===== config.mk =====
export PLATFORM = sky130hd
export DESIGN_NAME = adc_scan_sched
export DESIGN_NICKNAME = d
export VERILOG_FILES = /design/src/rtl/adc_sched_pkg.sv /design/src/rtl/adc_rr_pick.sv /design/src/rtl/adc_scan_sched.sv
export SDC_FILE = /design/constraint.sdc
export NUM_CORES = 1
export LEC_CHECK = 0
export ABC_AREA = 0
export ABC_CLOCK_PERIOD_IN_PS = 3800
export CAP_MARGIN = 20
export CORE_UTILIZATION = 36
export CTS_CLUSTER_DIAMETER = 200
export DETAILED_ROUTE_END_ITERATION = 8
export HOLD_SLACK_MARGIN = 0.1
export PLACE_DENSITY = 0.54
export SYNTH_ARGS = -nofsm -noshare
export SYNTH_HDL_FRONTEND = slang
export SYNTH_SLANG_ARGS = --single-unit

===== constraint.sdc =====
create_clock -name clk -period 3.8 [get_ports clk]
set_clock_uncertainty 0.1 [all_clocks]
set_input_delay 0.76 -clock clk [delete_from_list [all_inputs] [get_ports clk]]
set_output_delay 0.76 -clock clk [all_outputs]
set_load 0.01 [all_outputs]

===== src/rtl/adc_sched_pkg.sv =====
// Shared constants and state encoding for the ADC scan scheduler and its round-robin picker.
package adc_sched_pkg;

   localparam int NCH         = 8;
   localparam int RW          = 12;
   localparam int CHW         = 3;
   localparam int DISCARD_CNT = 2;
   localparam int SKW         = 2;
   localparam int AVG_N       = 4;
   localparam int AVW         = 2;

   typedef enum logic [1:0] {
      IDLE,
      SELECT,
      DISCARD,
      CAPTURE
   } state_t;

endpackage


===== src/rtl/adc_rr_pick.sv =====
// Combinational round-robin picker: first set mask bit strictly after cur, wrapping, with cur itself last.
module adc_rr_pick #(
   parameter int N = 8,
   parameter int W = 3
) (
   input  logic [N-1:0] mask,
   input  logic [W-1:0] cur,
   output logic [W-1:0] nxt,
   output logic         any
);

   logic [W-1:0] idx;

   // Walk from farthest to nearest so the nearest set bit after cur is the last one written.
   always_comb begin
      nxt = cur;
      any = |mask;
      idx = '0;
      for (int i = N; i >= 1; i--) begin
         idx = W'((int'(cur) + i) % N);
         if (mask[idx]) nxt = idx;
      end
   end

endmodule


===== src/rtl/adc_scan_sched.sv =====
// Round-robin ADC scan scheduler: selects channels, skips stale conversions, captures results into a bank.
// Define ADC_SCAN_AVG_EN to capture the truncated mean of AVG_N samples instead of a single sample.
module adc_scan_sched
   import adc_sched_pkg::*;
(
   input  logic           clk,
   input  logic           reset,
   input  logic           enable,
   input  logic [NCH-1:0] chan_mask,
   input  logic           adc_convst,
   input  logic [RW-1:0]  adc_result,
   output logic [CHW-1:0] adc_chan,
   output logic           res_valid,
   output logic [CHW-1:0] res_chan,
   output logic [RW-1:0]  res_data,
   input  logic [CHW-1:0] rd_chan,
   output logic [RW-1:0]  rd_data,
   output logic           rd_fresh,
   input  logic           rd_ack
);

   state_t         state;
   logic           conv_q;
   logic           boundary;
   logic [CHW-1:0] cur;
   logic [CHW-1:0] nxt;
   logic           any;
   logic [SKW-1:0] skip;
   logic [RW-1:0]  bank [NCH];
   logic [NCH-1:0] fresh;
   logic [RW-1:0]  cap_val;
   logic           cap_last;

   assign boundary = adc_convst & ~conv_q;
   assign rd_data  = bank[rd_chan];
   assign rd_fresh = fresh[rd_chan];

`ifdef ADC_SCAN_AVG_EN
   logic [RW+1:0]  acc;
   logic [RW+1:0]  acc_sum;
   logic [AVW-1:0] n_samp;

   assign acc_sum  = acc + {2'b00, adc_result};
   assign cap_val  = acc_sum[RW+1:2];
   assign cap_last = (n_samp == AVW'(AVG_N - 1));
`else
   assign cap_val  = adc_result;
   assign cap_last = 1'b1;
`endif

   adc_rr_pick #(.N(NCH), .W(CHW)) u_pick (
      .mask (chan_mask),
      .cur  (cur),
      .nxt  (nxt),
      .any  (any)
   );

   // rd_ack clears first so a same-cycle capture to that channel leaves its fresh flag set.
   always_ff @(posedge clk) begin
      if (reset) begin
         state     <= IDLE;
         conv_q    <= 1'b0;
         cur       <= CHW'(NCH - 1);
         skip      <= '0;
         adc_chan  <= '0;
         res_valid <= 1'b0;
         res_chan  <= '0;
         res_data  <= '0;
         fresh     <= '0;
         for (int i = 0; i < NCH; i++) bank[i] <= '0;
`ifdef ADC_SCAN_AVG_EN
         acc       <= '0;
         n_samp    <= '0;
`endif
      end else begin
         conv_q    <= adc_convst;
         res_valid <= 1'b0;
         if (rd_ack) fresh[rd_chan] <= 1'b0;

         if (!enable) begin
            state <= IDLE;
            skip  <= '0;
`ifdef ADC_SCAN_AVG_EN
            acc    <= '0;
            n_samp <= '0;
`endif
         end else begin
            case (state)
               IDLE: begin
                  if (chan_mask != '0) state <= SELECT;
               end
               SELECT: begin
                  if (any) begin
                     adc_chan <= nxt;
                     cur      <= nxt;
                     skip     <= SKW'(DISCARD_CNT);
`ifdef ADC_SCAN_AVG_EN
                     acc    <= '0;
                     n_samp <= '0;
`endif
                     state    <= DISCARD;
                  end else begin
                     state <= IDLE;
                  end
               end
               DISCARD: begin
                  if (boundary) begin
                     if (skip != '0) begin
                        skip <= skip - 1'b1;
                     end else if (cap_last) begin
                        bank[cur]  <= cap_val;
                        fresh[cur] <= 1'b1;
                        res_data   <= cap_val;
                        res_chan   <= cur;
                        res_valid  <= 1'b1;
                        state      <= CAPTURE;
                     end
`ifdef ADC_SCAN_AVG_EN
                     else begin
                        acc    <= acc_sum;
                        n_samp <= n_samp + 1'b1;
                     end
`endif
                  end
               end
               CAPTURE: begin
                  state <= (chan_mask != '0) ? SELECT : IDLE;
               end
               default: state <= IDLE;
            endcase
         end
      end
   end

endmodule


# Word-level counts from Yosys, hierarchy flattened
# Memory sizes are Yosys's and may differ from the RTL's.
# Index checks and enable logic that the tools add are counted.
[totals]
register_bits = 35
ram_bits = 96
in_bits = 28
out_inout_bits = 32
word_cells = 116
memories = 1
[classes]
n_addsub = 9
n_lt_le_gt_ge = 12
eq_ne = 8
n_mux = 57
bitwise_logic = 7
reduce_logical = 13
[mem_list]
columns = ["memory", "depth", "width", "read_ports", "rd_clocked_by_memory_dff", "wr", "line", "text"]
rows = [
  ["bank", 8, 12, 1, 0, 8, "adc_scan_sched.sv:29", "logic [RW-1:0] bank [NCH];"],
]
[ops]
columns = ["op", "count"]
rows = [
  ["2-to-1 mux 8 bit", 6],
  ["less-than comparator 3 x 4 -> 1 bit (second input constant)", 10],
  ["binary-select mux 1 bit (select 3 bit)", 9],
  ["2-to-1 mux 3 bit", 9],
  ["2-to-1 mux 1 bit", 21],
  ["2-to-1 mux 2 bit", 7],
  ["adder 3 bit (second input constant)", 4],
  ["2-to-1 mux 12 bit", 1],
  ["OR reduction 12 bit", 1],
  ["inequality test 2 bit (second input constant)", 5],
  ["bitwise AND 8 bit", 1],
  ["inverter 8 bit", 1],
  ["bitwise OR 8 bit", 1],
  ["one-hot mux 2 bit (4 select lines)", 1],
  ["AND reduction 4 bit", 2],
  ["nonzero test 8 bit", 1],
  ["OR reduction 8 bit", 1],
  ["adder 3 x 1 -> 3 bit (second input constant)", 2],
  ["adder 3 x 2 -> 3 bit (second input constant)", 2],
  ["demux 1 bit (select 3 bit)", 2],
  ["greater-or-equal comparator 3 x 1 -> 1 bit (second input constant)", 2],
  ["AND reduction 3 bit", 2],
  ["equality test 2 bit (second input constant)", 2],
  ["one-hot mux 2 bit (2 select lines)", 1],
  ["8 further kinds", 12],
]

# Depth between registers and ports, before layout
# Gate-level depths: netlist of the first run.
[depth]
depth_word = 13
mapped_depth = 11
mapped_depth_nobuf = 8

# By module
# A second synthesis of the first run with hierarchy kept.
[hier_totals]
hier_cells = 552
hier_area_um2 = 7049.3
[modules_own_cells]
columns = ["mod", "instances", "cells_per_inst", "area_each_um2", "seq_area_each_um2"]
rows = [
  ["adc_scan_sched", 1, 451, 6144.6, 3583.4],
  ["adc_rr_pick", 1, 101, 904.6, 0.0],
]

# Least setup slack after synthesis of the first run
# Ideal clock, no wire load.
[synth_path]
kind = "input to output"
from = "in rd_chan[0]"
to = "out rd_data[0]"
t_arrival_ns = 2.126
t_required_ns = 2.940
setup_slack_ns = 0.814
path_stages = 3
path_buffers = 1
cell_sequence = "buf_1 > mux4_2 > mux2_2"
[synth_via]
elab_chain_len = 1
[synth_lines]
columns = ["element", "line", "text"]
rows = [
  ["from (decl)", "adc_scan_sched.sv:16", "input logic [CHW-1:0] rd_chan,"],
  ["memory read (8 x 12 bit)", "--", ""],
  ["to (decl)", "adc_scan_sched.sv:17", "output logic [RW-1:0] rd_data,"],
]
# Every way passes these cells.

# Worst setup path after layout of the first run
[layout_path]
from = "in rd_chan[2]"
to = "out rd_data[5]"
# The elaborated chain is that of the path after synthesis.

==> results.ini, run 1 <==
[run_status]
status = complete, no violations

[critical_path]
crit_path_max_incr_delay_ps = 510
cp-endpoint = rd_data[5]
crit_type = input port to output pin
arrival_ps = 2650
worst_r2r_path_depth = 8
crit_start = rd_chan[2]
crit_chain = clkdlybuf4s50_1 -> buf_12 -> mux4_2 -> mux2_2 -> clkdlybuf4s50_1
critPathLaunchType = input port
endpoint_kind = output pin
cpMostUsedCell = clkdlybuf4s50_1
r2r_end = cur[1]$_SDFFE_PP1P_
slowest_stage = clkdlybuf4s50_1
worstReg2RegStart = cur[1]$_SDFFE_PP1P_
critPathRequiredTime_ps = 2940
crit_fanout = 34
r2r_setup_slack_ps = 960

[finish]
drive_gt1_frac = 0.178
final_net_count = 630
fillCellCount = 1638
antenna_cells = 0
area_growth_pct = 23.2
final_util = 0.452

[synth]
synthArstFlopShare = 0
yosysWarningCount = 0
avgSynthCellArea_um2 = 12.3
synth_cells = 536
synth_common_cells = and3_1, edfxtp_1, nand2_1, dfxtp_1
synth_top_cell_by_area = edfxtp_1
synthFlopType = edfxtp_1
synth_cell_types = 49
synth.yosys.seq_area_share = 0.544
yosysMostFrequentCell = and3_1
synthesis.nets = 571
synthTopCellsByArea = edfxtp_1, mux4_2, dfxtp_1
yosys_register_bits = 131
synth_top_cell_area_share = 0.437
synth_area_um2 = 6590
synth-edff-count = 96

[timing]
rsz0062_at_grt = no
max_freq_mhz = 285
maxSlewViolCount = 0
tns_ps = 0
fin_crit_ps = 3510
setup_violations = 0
layout_setup_ws_ps = 291
max_slew_margin = 0.253
worst_pin_slew_ps = 1120
period_share = 0.923
hold_viol = 0

[die]
dieArea_um2 = 18900
io_pins = 60
core_um2 = 18000
start_util = 0.367
die_h_um = 137
num_rows = 49
die_x_um = 137

[grt]
grt_pass1_wl_mm = 26.1
grt_max_degree = 53
track_usage = 0.190
first_global_vias = 4522
overflow = 0
antenna_found_initial = 0

[worst_hold_path]
min_path_type = flip-flop to flip-flop
min-delay-start = res_chan[1]$_SDFFE_PP0P_
holdPathStages = 2

[pwr]
power_frac_comb = 0.114
power_density_nw_per_um2 = 459
p_int_mw = 2.86
p_clk_frac = 0.460
sequentialPowerShare = 0.426
irDropWorstVdd_mv = 0.340
p_leak_nw = 3.27
swShare = 0.233
power_switching_uw = 869

[placement]
dpl.hpwl_mm = 10.8
portBuffers = 59
gp_congestion = 0.823
place_ws_ps = 295

[cts]
cts-root-buf = clkbuf_16
cts_tree = built
h-tree-depth = 4
clock_sinks = 131
post_cts_buffers = 0
insertion_delay_ps = 420
hold_buffers = 0
clock_path_buffers = 2
cts_inserted_buffers = 17
ctsResizeCount = 0
cts.clk_slew.worst_paths_ps = 50

[detailed_routing]
vias_per_cell = 5.56
drt_drc_violations_left = 0
ant_nets = 0
vias = 4654
wirelength_mm = 17.0
drtPass1Iterations = 5
first_iter_violations = 333
wire_per_inst_um = 20.3

[run]
drv_cap = 0

==> placed cells by master, fill, tap and decap left out, types with 12 or more instances in the layout <==
master / synthesis / layout
nand3_1: 12 / 12
mux2i_1: 14 / 14
clkdlybuf4s50_1: 0 / 58
dfxtp_1: 35 / 35
and3_1: 100 / 100
mux4_2: 32 / 32
nor2_1: 14 / 13
a21oi_1: 30 / 30
edfxtp_1: 96 / 96
mux2_2: 16 / 16
buf_4: 1 / 19
nand2_1: 58 / 58
clkbuf_16: 0 / 17
==> cell families after synthesis <==
kind of cell,synth area share
AND/OR/NAND/NOR,0.178
flip-flops,0.544
multiplexers,0.168
AO/OA/AOI/OAI,0.0638
buffers and inverters,0.0311
adder cells (fa/ha/maj),0.0133
XOR/XNOR,0.00266
==> registers in the layout, indices dropped and copies added (netlist names), named ones only <==
name / cells
conv_q: 1
res_data: 12
skip: 2
fresh: 8
res_valid: 1
cur: 3
bank: 96
adc_chan: 3
res_chan: 3
state: 1
==> layout make-up <==
class	count	area (µm²)	share of cell area
tap	229	287	0.0353
inverter	10	37.5	0.00462
sequential	131	3580	0.441
timing repair buffer	81	788	0.0970
multi-input combinational	354	2810	0.346
clock inverter	12	181	0.0223
clock buffer	20	437	0.0537
==> power by group through the flow <==
| stage | combinational (mW) | sequential (mW) | clock, mW |
|---|---|---|---|
| after floorplan | 0.255 | 1.61 | 0 |
| after global placement | 0.417 | 1.62 | 0 |
| after detailed placement | 0.426 | 1.62 | 0 |
| after CTS | 0.428 | 1.59 | 1.74 |
| after global routing | 0.459 | 1.59 | 1.80 |
| final | 0.426 | 1.59 | 1.72 |
==> critical path: cells and delay by family <==
family	cells	cell delay [ps]
mux	2	630
buf+inv	3	1220
==> per-layer routing <==
metal | vias to the layer above | GRT usage | wire length (µm)
met5 | - | 0 | 0
met4 | 0 | 0.0617 | 216
met3 | 20 | 0.0408 | 904
met2 | 152 | 0.301 | 8080
met1 | 2302 | 0.259 | 7810
li1 | 2180 | - | -
==> stage by stage <==
stage / cells / power, mW / hold slack (ps) / cell area [µm²]
finish: 837 / 3.73 / 362 / 8130
global route: 837 / 3.85 / 375 / 8130
CTS: 837 / 3.76 / 365 / 8130
detailed placement: 805 / 2.04 / 353 / 7510
global placement: 805 / 2.03 / 350 / 7510
floorplan: 536 / 1.87 / 362 / 6590
==> how the worst min path moves through the flow <==
stage	end	slack [ps]
after floorplan	state[0]$_SDFFE_PP0P_	360
after detailed placement	res_data[9]$_SDFFE_PP0P_	350
after CTS	res_data[3]$_SDFFE_PP0P_	360
after global routing	res_data[3]$_SDFFE_PP0P_	370
after global placement	res_data[9]$_SDFFE_PP0P_	350
final	res_chan[1]$_SDFFE_PP0P_	360
Power figures use the tool's default switching activity.
==> inputs of run 2 (changes only) <==
- DONT_BUFFER_PORTS: unset -> 1
- PLACE_DENSITY: 0.54 -> 0.5
- REMOVE_ABC_BUFFERS: unset -> 1
==> results.ini, run 2 (same netlist as run 1, synthesis figures left out) <==
[run_status]
status = complete, no violations

[finish]
largest-register = bank
multi_input_area_um2 = 2810
final_common_cell = and3_1
fillCellCount = 1693
seqCellArea_um2 = 3580
largest_reg_flops = 96
antenna_cells = 0
area_growth_pct = 12.4
mostFrequentLayoutCells = and3_1, edfxtp_1, nand2_1, dfxtp_1, mux4_2
final_util = 0.412
final_net_count = 560
drive_gt1_frac = 0.186
reg_top3 = bank: 96 flops, res_data: 12 flops, fresh: 8 flops

[cts]
cts-root-buf = clkbuf_16
h-tree-depth = 4
cts_tree = built
hold_buffers = 0
post_cts_buffers = 0
insertion_delay_ps = 410
cts_inserted_buffers = 17
ctsResizeCount = 0
cts.clk_slew.worst_paths_ps = 60
clock_path_buffers = 2
clock_sinks = 131

[detailed_routing]
wire_per_inst_um = 22.1
ant_nets = 0
first_iter_violations = 275
drtPass1Iterations = 4
wirelength_mm = 16.9
vias = 4315
drt_drc_violations_left = 0
vias_per_cell = 5.63

[placement]
portBuffers = 0
dpl.hpwl_mm = 10.4
gp_congestion = 0.828

[critical_path]
arrival_ps = 3150
critPathRequiredTime_ps = 3990
slowest_stage = dfxtp_1
endpoint_kind = flip-flop
crit_type = flip-flop to flip-flop
crit_chain = clkinv_1 -> ha_1 -> nor2b_1 -> a22oi_1 -> nand3_1 -> and3_1 -> a221oi_1 -> o211ai_1
critPathLaunchType = flip-flop
path_buf_inv = 1
crit_fanout = 10
r2r_setup_slack_ps = 840
crit_family = compound AO/OA/AOI/OAI gates
crit_path_max_incr_delay_ps = 580

[pwr]
p_leak_nw = 3.00
power_density_nw_per_um2 = 480
irDropWorstVdd_mv = 0.330

[timing]
maxSlewViolCount = 0
fin_crit_ps = 2960
max_freq_mhz = 338
hold_viol = 0
rsz0062_at_grt = no
setup_violations = 0
timing.hold.ws_ps = 307
period_share = 0.779
worst_pin_slew_ps = 1050
max_slew_margin = 0.297

[die]
start_util = 0.367
core_um2 = 18000
die_h_um = 137
io_pins = 60
num_rows = 49
dieArea_um2 = 18900
die_x_um = 137

[grt]
first_global_vias = 4406
antenna_found_initial = 0
overflow = 0
grt_max_degree = 53
track_usage = 0.190
grt_pass1_wl_mm = 25.9

[worst_hold_path]
min_path_type = input port to flip-flop

[run]
drv_cap = 0

## run 2: changes by cell type in the layout (fill, tap and decap cells not counted), moves of 3 or more
cell	delta
clkbuf_1	-3
clkinvlp_4	-3
inv_6	+4
inv_4	+3
bufinv_16	-3
buf_4	-9
buf_12	-3
clkdlybuf4s50_1	-58
## run 2: metrics by stage
step	setup slack (ps)	total power, mW	setup TNS, ps	instance area, µm²	instances
4_1_cts	846	3.59	0	7390	766
3_5_place_dp	870	1.93	0	6790	734
3_3_place_gp	873	1.93	0	6790	734
6_report	839	3.56	0	7410	767
2_1_floorplan	-218	1.84	-10680	6420	495
5_1_grt	640	3.68	0	7410	767
## run 2: final timing paths
check	startpoint	end	depth (start not counted)
setup / recovery	cur[2]$_SDFFE_PP1P_	cur[1]$_SDFFE_PP1P_	8
hold reg to reg	res_data[5]$_SDFFE_PP0P_	res_data[5]$_SDFFE_PP0P_	2
setup reg to reg	cur[2]$_SDFFE_PP1P_	cur[1]$_SDFFE_PP1P_	8
hold / removal	reset	res_data[10]$_SDFFE_PP0P_	1
## run 2: metal layers
| layer | vias to the layer above | GRT usage | share of wire |
|---|---|---|---|
| li1 | 2041 | - | - |
| met1 | 2132 | 0.249 | 0.44 |
| met2 | 122 | 0.310 | 0.48 |
| met3 | 20 | 0.0504 | 0.061 |
| met4 | 0 | 0.0525 | 0.013 |
| met5 | - | 0 | 0 |
## run 2: power by group
| group | internal [mW] | switching, mW | leakage, nW |
|---|---|---|---|
| combinational | 0.130 | 0.182 | 1.42 |
| sequential | 1.57 | 0.0168 | 1.27 |
| clock | 1.01 | 0.650 | 0.303 |
## run 2: cell type report
| cell class | count | area share |
|---|---|---|
| clock inverter | 12 | 0.0150 |
| multi-input combinational | 354 | 0.379 |
| tap | 229 | 0.0387 |
| sequential | 131 | 0.484 |
| timing repair buffer | 11 | 0.0122 |
| clock buffer | 20 | 0.0660 |
| inverter | 10 | 0.00507 |
